==> config.mk <==
export PLATFORM = sky130hd
export DESIGN_NAME = instr_issuer_flat
export DESIGN_NICKNAME = d
export VERILOG_FILES = /design/src/rtl/instr_issuer_if.sv /design/src/rtl/instr_issuer.sv /design/src/flat_wrapper.sv
export SDC_FILE = /design/constraint.sdc
export NUM_CORES = 1
export LEC_CHECK = 0
export CAP_MARGIN = 20
export CORE_AREA = 4 4 61 77
export CTS_CLUSTER_DIAMETER = 40
export DETAILED_ROUTE_END_ITERATION = 7
export DIE_AREA = 0 0 65 81
export GPL_ROUTABILITY_DRIVEN = 1
export PLACE_DENSITY = 0.74
export SYNTH_ARGS = -nofsm -noshare
export SYNTH_HDL_FRONTEND = slang
export SYNTH_SLANG_ARGS = --single-unit
==> constraint.sdc <==
create_clock -name clk -period 1.79 [get_ports clk]
set_clock_uncertainty 0.15 [all_clocks]
set_input_delay 0.358 -clock clk [delete_from_list [all_inputs] [get_ports clk]]
set_output_delay 0.358 -clock clk [all_outputs]
set_load 0.01 [all_outputs]
==> src/rtl/instr_issuer_if.sv <==
// instr_issuer_if: program-sequencer bus bundling the ROM port, the
// run/din/done issue handshake and the status outputs.
// master = the issuer, slave = the ROM/control-unit/status side.
interface instr_issuer_if #(
  parameter int ADDR_W = 5
);
  logic              start;
  logic [ADDR_W-1:0] rom_addr;
  logic [15:0]       rom_data;
  logic [15:0]       din;
  logic              run;
  logic              done;
  logic              busy;
  logic              halted;
  logic              error;
  logic [7:0]        instr_count;

  modport master (
    input  start, rom_data, done,
    output rom_addr, din, run, busy, halted, error, instr_count
  );

  modport slave (
    output start, rom_data, done,
    input  rom_addr, din, run, busy, halted, error, instr_count
  );
endinterface

==> src/rtl/instr_issuer.sv <==
// instr_issuer: fetches 16-bit words from a synchronous program ROM,
// issues each to the control unit with a one-cycle active-low run strobe,
// waits for done, then advances. A word with opcode 3'b111 ends the program.
// Optional done watchdog: define ISSUER_TIMEOUT_EN.
module instr_issuer #(
  parameter int ADDR_W   = 5,
  parameter int PROG_LEN = 32,
  parameter int TIMEOUT  = 8
) (
  input  logic           clk,
  input  logic           reset,
  instr_issuer_if.master bus
);

  typedef enum logic [2:0] {
    IDLE, FETCH, WAIT_ROM, ISSUE, WAIT_DONE, HALT
  } state_t;

  state_t            state, state_nx;
  logic [ADDR_W-1:0] pc;
  logic [15:0]       din_q;
  logic              run_q;
  logic [7:0]        cnt_q;
  logic              err_q;
  logic              busy_c, halted_c;
  logic              start_acc;
  logic              last_pc;
  logic              is_marker;
  logic              wd_fire;

  if (PROG_LEN < 1 || PROG_LEN > (2 ** ADDR_W) || TIMEOUT < 1) begin : g_bad_param
    $error("instr_issuer: PROG_LEN must be 1..2**ADDR_W and TIMEOUT >= 1");
  end

  assign start_acc = ((state == IDLE) || (state == HALT)) && bus.start;
  assign last_pc   = (pc == ADDR_W'(PROG_LEN - 1));
  assign is_marker = (bus.rom_data[15:13] == 3'b111);

`ifdef ISSUER_TIMEOUT_EN
  localparam int WD_W = $clog2(TIMEOUT + 1);
  logic [WD_W-1:0] wd_cnt;

  assign wd_fire = (state == WAIT_DONE) && !bus.done && (wd_cnt == WD_W'(TIMEOUT - 1));

  // Watchdog counter: cleared outside WAIT_DONE, counts cycles without done
  always_ff @(posedge clk or posedge reset) begin
    if (reset)                  wd_cnt <= '0;
    else if (state != WAIT_DONE) wd_cnt <= '0;
    else if (!bus.done)         wd_cnt <= wd_cnt + 1'b1;
  end

  // Sticky error flag, cleared only by an accepted start
  always_ff @(posedge clk or posedge reset) begin
    if (reset)          err_q <= 1'b0;
    else if (start_acc) err_q <= 1'b0;
    else if (wd_fire)   err_q <= 1'b1;
  end
`else
  assign wd_fire = 1'b0;
  assign err_q   = 1'b0;
`endif

  // State register
  always_ff @(posedge clk or posedge reset) begin
    if (reset) state <= IDLE;
    else       state <= state_nx;
  end

  // Next-state logic
  always_comb begin
    state_nx = state;
    unique case (state)
      IDLE, HALT: if (bus.start) state_nx = FETCH;
      FETCH:      state_nx = WAIT_ROM;
      WAIT_ROM:   state_nx = is_marker ? HALT : ISSUE;
      ISSUE:      state_nx = WAIT_DONE;
      WAIT_DONE: begin
        if (bus.done)     state_nx = last_pc ? HALT : FETCH;
        else if (wd_fire) state_nx = HALT;
      end
      default:    state_nx = IDLE;
    endcase
  end

  // State-decoded status outputs
  always_comb begin
    busy_c   = 1'b0;
    halted_c = 1'b0;
    unique case (state)
      FETCH, WAIT_ROM, ISSUE, WAIT_DONE: busy_c = 1'b1;
      HALT:                              halted_c = 1'b1;
      default: ;
    endcase
  end

  // Datapath: pc, captured instruction, completion count, registered run strobe
  always_ff @(posedge clk or posedge reset) begin
    if (reset) begin
      pc    <= '0;
      din_q <= '0;
      cnt_q <= '0;
      run_q <= 1'b1;
    end else begin
      run_q <= (state_nx != ISSUE);
      if (start_acc) begin
        pc    <= '0;
        cnt_q <= '0;
      end else if (state == WAIT_DONE && bus.done) begin
        cnt_q <= cnt_q + 1'b1;
        if (!last_pc) pc <= pc + 1'b1;
      end
      if (state == WAIT_ROM && !is_marker) din_q <= bus.rom_data;
    end
  end

  assign bus.rom_addr    = pc;
  assign bus.din         = din_q;
  assign bus.run         = run_q;
  assign bus.busy        = busy_c;
  assign bus.halted      = halted_c;
  assign bus.error       = err_q;
  assign bus.instr_count = cnt_q;

endmodule

==> src/flat_wrapper.sv <==
// flat-port wrapper written by rule: the top's interface ports become plain ports
module instr_issuer_flat 
#(
  parameter int ADDR_W   = 5,
  parameter int PROG_LEN = 32,
  parameter int TIMEOUT  = 8
)
  (clk, reset, bus_start, bus_rom_data, bus_done, bus_rom_addr, bus_din, bus_run, bus_busy, bus_halted, bus_error, bus_instr_count);
  instr_issuer_if #(.ADDR_W(ADDR_W)) bus_i ();
  input  logic clk;
  input  logic reset;
  input wire logic [$bits(bus_i.start)-1:0] bus_start;
  input wire logic [$bits(bus_i.rom_data)-1:0] bus_rom_data;
  input wire logic [$bits(bus_i.done)-1:0] bus_done;
  output wire logic [$bits(bus_i.rom_addr)-1:0] bus_rom_addr;
  output wire logic [$bits(bus_i.din)-1:0] bus_din;
  output wire logic [$bits(bus_i.run)-1:0] bus_run;
  output wire logic [$bits(bus_i.busy)-1:0] bus_busy;
  output wire logic [$bits(bus_i.halted)-1:0] bus_halted;
  output wire logic [$bits(bus_i.error)-1:0] bus_error;
  output wire logic [$bits(bus_i.instr_count)-1:0] bus_instr_count;
  assign bus_i.start = bus_start;
  assign bus_i.rom_data = bus_rom_data;
  assign bus_i.done = bus_done;
  assign bus_rom_addr = bus_i.rom_addr;
  assign bus_din = bus_i.din;
  assign bus_run = bus_i.run;
  assign bus_busy = bus_i.busy;
  assign bus_halted = bus_i.halted;
  assign bus_error = bus_i.error;
  assign bus_instr_count = bus_i.instr_count;
  instr_issuer #(.ADDR_W(ADDR_W), .PROG_LEN(PROG_LEN), .TIMEOUT(TIMEOUT)) u_core (.clk(clk), .reset(reset), .bus(bus_i));
endmodule
=== After elaboration in Yosys (flattened, before gate mapping) ===
Index checks and enable logic that the tools add are counted.

* Register bits: 33
* Logic and storage cells: 38
* Output and inout bits: 33

* Equal/unequal tests: 9
* $add $sub $neg: 2
* Muxes and demuxes: 12
* Reductions and logical operators: 10

{| class="wikitable"
|+ Operators by type and width
! cell !! number
|-
| two-way mux 8 bit || 2
|-
| two-way mux 5 bit || 3
|-
| case mux 3 bit (5 select lines) || 1
|-
| two-way mux 3 bit || 4
|-
| == test 3 bit, second input constant || 3
|-
| adder 8 x 1 -> 8 bit, second input constant || 1
|-
| == test 3 x 2 -> 1 bit, second input constant || 2
|-
| adder 5 x 1 -> 5 bit, second input constant || 1
|-
| == test 5 bit, second input constant || 1
|-
| OR reduction 4 bit || 1
|-
| == test 3 x 1 -> 1 bit, second input constant || 1
|-
| logical AND 1 bit || 3
|-
| logical NOT 3 bit || 1
|-
| != test 3 x 2 -> 1 bit, second input constant || 1
|-
| two-way mux 1 bit || 2
|-
| != test 2 x 1 -> 1 bit, second input constant || 1
|-
| AND reduction 2 bit || 1
|-
| nonzero test 2 bit || 1
|-
| OR reduction 2 bit || 1
|-
| logical NOT 1 bit || 1
|-
| logical OR 1 bit || 1
|}

=== Logic depth before layout (Yosys ltp) ===
* Depth in word-level cells: 5
* Gate-level depth with buffers: 6
* Mapped depth without buffers: 6

=== Worst setup path after synthesis ===
OpenSTA, ideal clock, no wires.

* Path type: register -> register
* From: register u_core.pc[0], in the netlist u_core.bus.rom_addr[0]
* To: register u_core.pc[3], in the netlist u_core.bus.rom_addr[3]
* Data required time: 1.562 ns
* Stages on the path, launching flop included: 6
* Arrival: 1.661 ns
* Setup time: 0.078 ns
* Slack: -0.098 ns
* Clock period less this slack: 1.888 ns
* Cells stage by stage: dfrtp_1 > ha_1 > and3_1 > ha_1 > or4_1 > a21oi_1

* Word-level cells in the longest chain between the ends: 4
* Elaborated cells on any way between the ends: 7

{| class="wikitable"
|+ Ends and longest elaborated chain
! what !! RTL line !! text
|-
| start: declaration || instr_issuer.sv:20 || <nowiki>logic [ADDR_W-1:0] pc;</nowiki>
|-
| start signal: assignment || instr_issuer.sv:110 || <nowiki>if (!last_pc) pc <= pc + 1'b1;</nowiki>
|-
| adder 5 x 1 -> 5 bit || instr_issuer.sv:110 ||
|-
| two-way mux 5 bit || instr_issuer.sv:110 ||
|-
| two-way mux 5 bit || instr_issuer.sv:108 || <nowiki>end else if (state == WAIT_DONE && bus.done) begin</nowiki>
|-
| two-way mux 5 bit || instr_issuer.sv:105 || <nowiki>if (start_acc) begin</nowiki>
|}

Parallel ways exist; a longest one is shown, timed or not. The select of a mux whose other input is x is not followed.
A chain may end at the register's enable or synchronous reset.

=== Final worst setup path ===
* From: register u_core.state[0]
* To: register u_core.cnt_q[5], in the netlist u_core.bus.instr_count[5]

* Word-level cells in the longest chain between the ends: 4
* Elaborated cells on any way between the ends: 8

{| class="wikitable"
|+ Ends and longest elaborated chain
! what !! RTL line !! text
|-
| start: declaration || instr_issuer.sv:19 || <nowiki>state_t state, state_nx;</nowiki>
|-
| start signal: assignment || instr_issuer.sv:66 || <nowiki>else state <= state_nx;</nowiki>
|-
| == test 3 bit / logical NOT 3 bit (equally long branches) || instr_issuer.sv:35 || <nowiki>assign start_acc = ((state == IDLE) || (state == HALT)) && bus.start;</nowiki>
|-
| logical OR 1 bit || instr_issuer.sv:35 ||
|-
| logical AND 1 bit || instr_issuer.sv:35 ||
|-
| two-way mux 8 bit / nonzero test 2 bit (equally long branches) || -- ||
|-
| end signal: assignment || instr_issuer.sv:109 || <nowiki>cnt_q <= cnt_q + 1'b1;</nowiki>
|-
| end: declaration || instr_issuer.sv:23 || <nowiki>logic [7:0] cnt_q;</nowiki>
|}

Parallel ways exist; a longest one is shown, timed or not.

==> flow_metrics.env <==
export IMPL_drt_first_pass_iters=4
export IMPL_vdd_drop_max_v=0.000885
export IMPL_grt_pass1_wl_microns=6330
export IMPL_async_reset_ff_share_pct=100
export IMPL_cts_root_buf="clkbuf_8"
export IMPL_num_vias=1355
export IMPL_dp_hpwl_microns=2700
export IMPL_synth_area_sq_um=1580
export IMPL_cts_max_path_buffers=2
export IMPL_worstSkewPairLatency_ps=290
export IMPL_drcViolationCount=0
export IMPL_ys_seq_area_share_pct=52.3
export IMPL_ys_types=36
export IMPL_critPathMaxStageDelay_ps=530
export IMPL_cts_tree="yes"
export IMPL_worstPathRequired_ps=1860
export IMPL_maxCapViolCount=0
export IMPL_antenna_found_initial=0
export IMPL_ant_nets=0
export IMPL_overflow=0
export IMPL_layout_drive_gt1_share_pct=34.6
export IMPL_synth_top_area_share_pct=50.6
export IMPL_yosys_warnings=0
export IMPL_synthCells=131
export IMPL_post_drt_wl_per_cell_microns=14.7
export IMPL_final_nets=239
export IMPL_yosysMostFrequentCell="dfrtp_1"
export IMPL_yosys_register_bits=33
export IMPL_start_util_pct=39.6
export IMPL_rsz0062_at_grt="true"
export IMPL_p_leak_nw=1.16
export IMPL_endpoint_kind="flip-flop"
export IMPL_num_rows=26
export IMPL_start_kind="flip-flop"
export IMPL_status="finished, final reports clean"
export IMPL_slowest_stage="or4_1"
export IMPL_dieArea_sq_um=5270
export IMPL_tns_ps=0
export IMPL_finalSetupViolCount=0
export IMPL_initialDrtViolationCount=99
export IMPL_synthFlopType="dfrtp_1"
export IMPL_maxSlewViolCount=0
export IMPL_grt_max_degree=34
export IMPL_viasPerCell=4.96
export IMPL_place_area_sq_um=2240
export IMPL_die_h_microns=81
export IMPL_synthTopCellsByArea="dfrtp_1, mux2_2, mux2_4"
export IMPL_period_share_pct=99.7
export IMPL_place_congestion=0.774
export IMPL_max_clock_freq_mhz=561
export IMPL_crit_arrival_ps=1850
export IMPL_n_antenna_cell=0
export IMPL_io_pins=53
export IMPL_synth_top_area_cell="dfrtp_1"
export IMPL_hp_class="primary input to async pin"
export IMPL_grt_use_total_pct=15.5
export IMPL_stdcell_area_sq_um=2570
export IMPL_crit_buf_inv=1
export IMPL_htree_levels=2
export IMPL_core_area_sq_um=4000
export IMPL_syn_nets=154
export IMPL_wirelength_microns=4010
export IMPL_cts_sinks=33
export IMPL_crit_chain="buf_4 -> nand4bb_4 -> or4_1 -> a21oi_1"
export IMPL_synth_edf_count=0
export IMPL_portBuffers=51
export IMPL_power_mw=3.75
export IMPL_syn_avg_cell_area_sq_um=12.1
export IMPL_critPathTopFamily="simple AND/OR/NAND/NOR gates"
export IMPL_criticalPathCategory="flip-flop to flip-flop"
export IMPL_synth_common_cells="dfrtp_1, a21oi_1, mux2_2"
export IMPL_cts_buffers=5
export IMPL_first_global_vias=1403
export IMPL_final_min_clock_period_ps=1780
export IMPL_die_w_microns=65
export IMPL_path_clk_slew_ps=70
export IMPL_syn2layout_area_growth_pct=62.4
export IMPL_powerDensity_nw_per_um2=1460
export IMPL_path_max_fanout=9
export IMPL_hold_viol_final=0
-- logic make-up (layout without fill, tap and decap cells) --
logic type                 Yosys count  in the layout  synth area share (%)
other                                1              1                 0.237
AOI/OAI and AO/OA                   28             28                  11.5
xor gates and xnor gates             3              3                  1.66
muxes                               16             16                  12.6
DFF                                 33             33                  52.3
buffers and inverters               14            100                  5.77
and+or+nand+nor                     33             33                  13.5
adders and majority gates            3              3                  2.37
-- metrics by stage --
step	utilization, %	hold slack (ps)	setup WS [ps]	std cells
after floorplan	-	336	-28.1	131
after global placement	56.0	344	-200	246
after detailed placement	56.0	337	-232	246
after CTS	61.3	265	-14.1	263
after global routing	64.2	291	-64.0	273
final	64.2	252	6.14	273
-- power by group --
group	internal, mW	leakage (nW)	switching, mW
logic	1.13	0.694	0.689
clock network	0.454	0.0585	0.280
registers	1.01	0.409	0.187
-- repair_timing --
| action | in CTS | in global routing |
|---|---|---|
| setup buffers | 8 | 10 |
| hold buffers | 0 | 0 |
| endpoints found under the hold margin | 0 | 0 |
| cloned | 1 | 0 |
| pin swaps | 5 | 4 |
| resized for setup | 12 | 21 |
| endpoints found under the setup margin | 23 | 28 |
-- tightest hold or removal path, stage by stage --
cell             delay, ps
clkdlybuf4s50_1        400
inv_1                   90
buf_12                 210
-- flip-flops by register name (all words and copies together), names as in the netlist --
register,count
u_core.bus.instr_count,8
u_core.state,3
u_core.bus.rom_addr,5
u_core.bus.run,1
u_core.bus.din,16
-- layout by cell type (no fill, tap or decap), types with 2 or more instances in the layout --
cell / netlist / layout
o2bb2ai_1: 2 / 2
or3_1: 3 / 3
nor2_1: 6 / 5
mux2_4: 6 / 14
ha_2: 0 / 2
buf_4: 2 / 30
xnor2_1: 2 / 2
a21oi_1: 10 / 9
mux2i_1: 2 / 2
or4_1: 4 / 4
nand3_1: 6 / 6
clkbuf_2: 0 / 2
clkdlybuf4s50_1: 0 / 44
dfrtp_1: 32 / 28
dlygate4sd2_1: 0 / 3
o21ai_0: 5 / 5
dlymetal6s2s_1: 0 / 2
dfrtp_2: 0 / 4
o22a_2: 3 / 3
o31ai_1: 5 / 5
clkbuf_8: 0 / 6
buf_12: 1 / 2
nand2_1: 5 / 5
inv_1: 7 / 7
-- final timing paths --
kind                                               start  slack (ps)  depth (start not counted)                                    end
max                            u_core.state[0]$_DFF_PP0_           6                          4  u_core.bus.instr_count[5]$_DFFE_PP0P_
min reg2reg                u_core.bus.din[6]$_DFFE_PP0P_         370                          1          u_core.bus.din[6]$_DFFE_PP0P_
min in group clk           u_core.bus.din[6]$_DFFE_PP0P_         370                          1          u_core.bus.din[6]$_DFFE_PP0P_
min                                                reset         250                          3     u_core.bus.rom_addr[0]$_DFFE_PP0P_
max reg2reg                    u_core.state[0]$_DFF_PP0_           6                          4  u_core.bus.instr_count[5]$_DFFE_PP0P_
max in group asynchronous                          reset        1000                          3               u_core.bus.run$_DFF_PP1_
-- cell type report --
class	instances	area, sq um
sequential	33	832
clock inverter	1	30.0
tap	56	70.1
timing repair buffer	85	803
inverter	7	26.3
clock buffer	7	86.3
fill	318	1430
multi-input combinational	84	722
-- metal layers --
layer	wire, microns	global-route usage [%]	vias up
li1	-	-	642
met1	1590	17.0	652
met2	1970	26.4	58
met3	413	7.75	3
met4	32	4.44	0
met5	0	0	-
Note: power is estimated with default switching activity, not from simulation.
